File: config.mk
export PLATFORM = sky130hd
export DESIGN_NAME = clk_div_bank
export DESIGN_NICKNAME = d
export VERILOG_FILES = /design/src/rtl/clk_div_pkg.sv /design/src/rtl/clk_div_chan.sv /design/src/rtl/clk_div_bank.sv
export SDC_FILE = /design/constraint.sdc
export NUM_CORES = 1
export LEC_CHECK = 0
export BUFFER_PORTS_ARGS = -buffer_cell sky130_fd_sc_hd__buf_2
export CAP_MARGIN = 25
export CORE_ASPECT_RATIO = 1.1
export CORE_MARGIN = 2
export CORE_UTILIZATION = 40
export CTS_CLUSTER_SIZE = 8
export DETAILED_ROUTE_END_ITERATION = 10
export PLACE_DENSITY = 0.69
export REMOVE_ABC_BUFFERS = 1
export SKIP_CTS_REPAIR_TIMING = 1
export SLEW_MARGIN = 15
export SYNTH_ARGS = -nofsm -noshare
export SYNTH_HDL_FRONTEND = slang
export SYNTH_HIERARCHICAL = 1
export SYNTH_SLANG_ARGS = --single-unit
export TNS_END_PERCENT = 1
File: constraint.sdc
create_clock -name clk -period 2.3 [get_ports clk]
set_clock_uncertainty 0.2 [all_clocks]
set_input_delay 0 -clock clk [delete_from_list [all_inputs] [get_ports clk]]
set_output_delay 0 -clock clk [all_outputs]
set_load 0.05 [all_outputs]
File: src/rtl/clk_div_pkg.sv
// ---------------------------------------------------------------------------
// clk_div_pkg
// Shared constants and helpers for the clock divider bank.
//   CNT_W_DEF       : default counter / divisor width
//   DEFAULT_DIV_DEF : default reset divisor (tick period = D+1 cycles)
//   DIV_1HZ/DIV_1KHZ: divisors giving 1 Hz / 1 kHz clk_out from 50 MHz
//   ch_width()      : channel-select width, never less than 1
// ---------------------------------------------------------------------------
package clk_div_pkg;

  localparam int CNT_W_DEF       = 27;
  localparam int DEFAULT_DIV_DEF = 25000000;

  // clk_out period is 2*(D+1) cycles, so 50 MHz / (2*25e6) = 1 Hz.
  localparam int DIV_1HZ  = 24999999;
  localparam int DIV_1KHZ = 24999;

  // Smallest w >= 1 with 2**w >= n.
  function automatic int ch_width(input int n);
    int w;
    w = 1;
    while ((1 << w) < n) begin
      w = w + 1;
    end
    return w;
  endfunction

endpackage

File: src/rtl/clk_div_chan.sv
// ---------------------------------------------------------------------------
// clk_div_chan
// One divider channel. Counts 0..div_act, emitting a one-cycle tick and
// toggling clk_out at the wrap. A written divisor waits in a shadow register
// and is committed only at a period boundary (wrap, disable or sync), so a
// reprogram never produces a short or long period.
// Ports:
//   clk, rst_n : system clock, asynchronous active-low reset
//   i_en       : run enable (level); low holds the channel in restart
//   i_sync     : one-cycle restart pulse, overrides i_en
//   i_wr       : divisor write strobe for this channel
//   i_wdata    : divisor value written to the shadow register
//   o_tick     : one-cycle pulse at the end of each period
//   o_clk_out  : 50% duty divided level
//   o_pend     : shadow divisor written, not yet committed
// ---------------------------------------------------------------------------
module clk_div_chan
  import clk_div_pkg::*;
#(
  parameter int CNT_W       = CNT_W_DEF,
  parameter int DEFAULT_DIV = DEFAULT_DIV_DEF
) (
  input  logic             clk,
  input  logic             rst_n,
  input  logic             i_en,
  input  logic             i_sync,
  input  logic             i_wr,
  input  logic [CNT_W-1:0] i_wdata,
  output logic             o_tick,
  output logic             o_clk_out,
  output logic             o_pend
);

  localparam logic [CNT_W-1:0] DIV_RST = CNT_W'(DEFAULT_DIV);
  localparam logic [CNT_W-1:0] CNT_ONE = CNT_W'(1);

  logic [CNT_W-1:0] r_cnt;
  logic [CNT_W-1:0] r_div_act;
  logic [CNT_W-1:0] r_div_shd;
  logic             r_pend;
  logic             r_tick;
  logic             r_clk_out;

  logic w_restart;
  logic w_wrap;
  logic w_commit;

  assign w_restart = i_sync || !i_en;
  assign w_wrap    = (r_cnt == r_div_act);
  // Every period boundary is a safe point to swap in the shadow divisor.
  assign w_commit  = w_restart || w_wrap;

  always_ff @(posedge clk or negedge rst_n) begin
    if (!rst_n) begin
      r_cnt     <= '0;
      r_div_act <= DIV_RST;
      r_div_shd <= DIV_RST;
      r_pend    <= 1'b0;
      r_tick    <= 1'b0;
      r_clk_out <= 1'b0;
    end else begin
      if (w_restart) begin
        r_cnt     <= '0;
        r_tick    <= 1'b0;
        r_clk_out <= 1'b0;
      end else if (w_wrap) begin
        r_cnt     <= '0;
        r_tick    <= 1'b1;
        r_clk_out <= ~r_clk_out;
      end else begin
        r_cnt     <= r_cnt + CNT_ONE;
        r_tick    <= 1'b0;
      end

      // The commit reads the shadow value from before this edge; a write on
      // the same edge lands in the shadow and stays pending for the next one.
      if (w_commit && r_pend) begin
        r_div_act <= r_div_shd;
      end

      if (i_wr) begin
        r_div_shd <= i_wdata;
        r_pend    <= 1'b1;
      end else if (w_commit) begin
        r_pend    <= 1'b0;
      end
    end
  end

  assign o_tick    = r_tick;
  assign o_clk_out = r_clk_out;
  assign o_pend    = r_pend;

endmodule

File: src/rtl/clk_div_bank.sv
// ---------------------------------------------------------------------------
// clk_div_bank
// Bank of N_CH independent, runtime-programmable clock dividers sharing one
// system clock. Each channel gives a clock-enable tick and a 50% duty level.
// Ports:
//   clk, rst_n : system clock, asynchronous active-low reset
//   en         : per-channel run enable (level)
//   sync       : one-cycle pulse restarting every channel in phase
//   cfg_we     : divisor write strobe
//   cfg_ch     : target channel (writes to channels >= N_CH are dropped)
//   cfg_div    : new divisor D (tick period D+1, clk_out period 2*(D+1))
//   tick       : per-channel one-cycle period pulse
//   clk_out    : per-channel divided level
//   pend       : per-channel shadow divisor awaiting commit
// ---------------------------------------------------------------------------
module clk_div_bank
  import clk_div_pkg::*;
#(
  parameter  int N_CH        = 4,
  parameter  int CNT_W       = CNT_W_DEF,
  parameter  int DEFAULT_DIV = DEFAULT_DIV_DEF,
  localparam int CH_W        = ch_width(N_CH)
) (
  input  logic             clk,
  input  logic             rst_n,
  input  logic [N_CH-1:0]  en,
  input  logic             sync,
  input  logic             cfg_we,
  input  logic [CH_W-1:0]  cfg_ch,
  input  logic [CNT_W-1:0] cfg_div,
  output logic [N_CH-1:0]  tick,
  output logic [N_CH-1:0]  clk_out,
  output logic [N_CH-1:0]  pend
);

  logic [N_CH-1:0] w_wr;

  for (genvar i = 0; i < N_CH; i++) begin : g_chan
    // An out-of-range cfg_ch matches no channel, so the write is dropped.
    assign w_wr[i] = cfg_we && (cfg_ch == CH_W'(i));

    clk_div_chan #(
      .CNT_W       (CNT_W),
      .DEFAULT_DIV (DEFAULT_DIV)
    ) u_chan (
      .clk       (clk),
      .rst_n     (rst_n),
      .i_en      (en[i]),
      .i_sync    (sync),
      .i_wr      (w_wr[i]),
      .i_wdata   (cfg_div),
      .o_tick    (tick[i]),
      .o_clk_out (clk_out[i]),
      .o_pend    (pend[i])
    );
  end

endmodule
==> results.yml <==
place:
  dp_cells: 1773
  hpwl_um: 23100
  gp_congestion: 0.811
  port_buffers: 48
timing:
  setup_ws_ns: -0.00806
  fin_hold_ws_ns: -0.0186
  slew_viol_final: 0
  timing_worst_slew_pin_value_ns: 0.439
  max_freq_ghz: 0.433
  period_share_pct: 100
  setup_viol: 4
  grt_setup_unrepaired: "yes"
  max-slew-margin-rel_pct: 70.8
  period_minus_slack_ns: 2.31
  finalHoldViolations: 13
synth:
  postSynthCellCount: 1172
  syn_area_per_cell_sq_um: 13.3
  synth-seq-cells: 336
  synth_flop_cell: "dfrtp_1"
  synth-edff-count: 0
  seq_area_frac_synth_pct: 54.8
  yosysWarnings: 6
  synth_cell_types: 34
  syn_area_sq_um: 15600
  synthArstFlopShare_pct: 100
die:
  start_util_pct: 40.7
  core_sq_um: 38300
  die_h_um: 211
  num_io_pins: 49
  num_rows: 75
  die_w_um: 192
  die_area_sq_um: 40500
grt:
  grt_pass1_vias: 10000
  antenna_found_initial: 1
  overflow: 0
  grtUsageTotal_pct: 17.6
  grt_pass1_wl_um: 55300
  grt_max_degree: 79
detailed_routing:
  finalWirelength_um: 35200
  antenna_left: 0
  drc: 0
  firstDrtPassIters: 4
  vias: 9606
  wl_per_cell_um: 18.5
  vias_per_cell: 5.05
  drt_iter0_markers: 332
clock_network:
  numCtsBuffers: 47
  cts-root-buf: "clkbuf_16"
  cts_tree: "built"
  worstSkewPairLatency_ns: 0.54
  clkTransAtPathRegs_ns: 0.05
  clockBufferDepth: 3
  cts_sinks: 336
  cts_htree_levels: 2
layout:
  post_layout_nonfiller_instances: 1901
  final_common_cell: "dfrtp_1"
  layout_common_cells: "dfrtp_1, xor2_1, mux2_2, nor2_1, dfstp_2"
  area_growth_pct: 21.3
  layout-drive-gt1-share_pct: 39.9
  nNetsFinal: 1404
worst_setup_path:
  crit_path_end_kind: "flop"
  path_class: "flop to flop"
  critPathLaunchType: "flop"
  arrival_ns: 2.52
  worst-path-max-fanout: 14
  cp.required_ns: 2.51
flow_run:
  drv_cap: 0
run_status:
  status: "finished, violations left"
  violations: "negative hold slack, negative setup slack"
power_and_ir_drop:
  vdd_drop_max_mv: 0.601
  powerDensity_nw_per_um2: 931
  power.leakage_nw: 8.31
min_path:
  hold_class: "input pin to flop"
==> per-stage QoR <==
stage | setup slack (ns) | power, mW | TNS (ns) | util (%) | cell area [sq um]
6_report | -0.00806 | 17.6 | -0.0181 | 49.3 | 18900
5_1_grt | -0.0616 | 18.4 | -2.15 | 49.3 | 18900
4_1_cts | -0.0889 | 17.7 | -2.43 | 48.0 | 18400
3_5_place_dp | -0.0641 | 11.1 | -1.51 | 44.5 | 17000
3_3_place_gp | -0.0419 | 11.0 | -0.464 | 44.5 | 17000
2_1_floorplan | -0.198 | 10.2 | -15.15 | - | 15300
==> report_power, final <==
group | switching, mW | internal (mW)
logic | 1.22 | 1.79
registers | 0.801 | 7.38
clock network | 2.45 | 3.94
==> synthesized netlist by cell type (8+ instances only) <==
cell	n	area, sq um
xnor2_1	56	490
buf_6	12	135
buf_2	8	40.0
xor2_1	152	1330
or2_2	8	50.1
nand4_1	24	150
mux2_4	80	1200
nand2_1	44	165
inv_1	8	30.0
clkbuf_1	12	45.0
and4_1	16	140
nor2_1	128	480
dfstp_2	96	2520
nand3_1	52	260
dfrtp_1	240	6010
and3_1	20	125
mux2_2	136	1530
nor4_2	24	300
==> metal layers <==
metal | GRT usage (%) | routed length [um] | up-vias
met5 | 0 | 0 | -
met4 | 8.40 | 1250 | 0
met3 | 3.17 | 1410 | 56
met2 | 28.8 | 17100 | 182
met1 | 22.8 | 15400 | 4930
li1 | - | - | 4438
==> final timing paths <==
check | from | to | slack [ns] | depth (start not counted)
worst max-delay path | g_chan[0].u_chan/r_cnt[17]$_DFF_PN0_ | g_chan[0].u_chan/r_div_act[25]$_DFFE_PN0P_ | -0.008 | 6
worst min-delay path | cfg_ch[0] | g_chan[0].u_chan/r_div_shd[11]$_DFFE_PN1P_ | -0.02 | 4
worst max register to register | g_chan[0].u_chan/r_cnt[17]$_DFF_PN0_ | g_chan[0].u_chan/r_div_act[25]$_DFFE_PN0P_ | -0.008 | 6
worst min register to register | g_chan[1].u_chan/r_div_shd[7]$_DFFE_PN0P_ | g_chan[1].u_chan/r_div_act[7]$_DFFE_PN0P_ | 0.30 | 1
max in group asynchronous | rst_n | g_chan[3].u_chan/r_div_act[6]$_DFFE_PN1P_ | 0.91 | 4
min in group asynchronous | rst_n | g_chan[1].u_chan/r_div_shd[12]$_DFFE_PN1P_ | 0.49 | 3
==> worst max-delay path: stages (launching register included) <==
cell	delay, ns
dfrtp_1	0.40
xor2_1	0.21
nor4_2	0.39
and4_4	0.31
a41oi_4	0.17
buf_12	0.21
mux2_4	0.29
==> cell families (layout without fill, tap and decap cells) <==
kind of cell,after synthesis,in the layout,share of synthesized area [%]
adders and majority gates,4,4,0.322
and+or+nand+nor,348,348,12.2
DFF,336,336,54.8
buffers and inverters,40,267,1.61
muxes,216,216,17.6
AOI/OAI and AO/OA,20,20,1.80
xor gates and xnor gates,208,208,11.7
other,0,2,0
==> final cells by class <==
type	instances	area [sq um]
diodes	2	5.00
flip-flops and latches	336	8530
well taps	500	626
repair buffers	174	1470
multi-input cells	796	6850
clock buffers	85	1360
fillers	3355	19400
inverters	8	30.0
==> sequential cells by signal (all words and copies together), names as in the netlist <==
| signal | count |
|---|---|
| g_chan.u_chan/o_pend | 4 |
| g_chan.u_chan/r_div_shd | 108 |
| g_chan.u_chan/o_clk_out | 4 |
| g_chan.u_chan/r_cnt | 108 |
| g_chan.u_chan/r_div_act | 108 |
| g_chan.u_chan/o_tick | 4 |
Power figures use the tool's default switching activity.
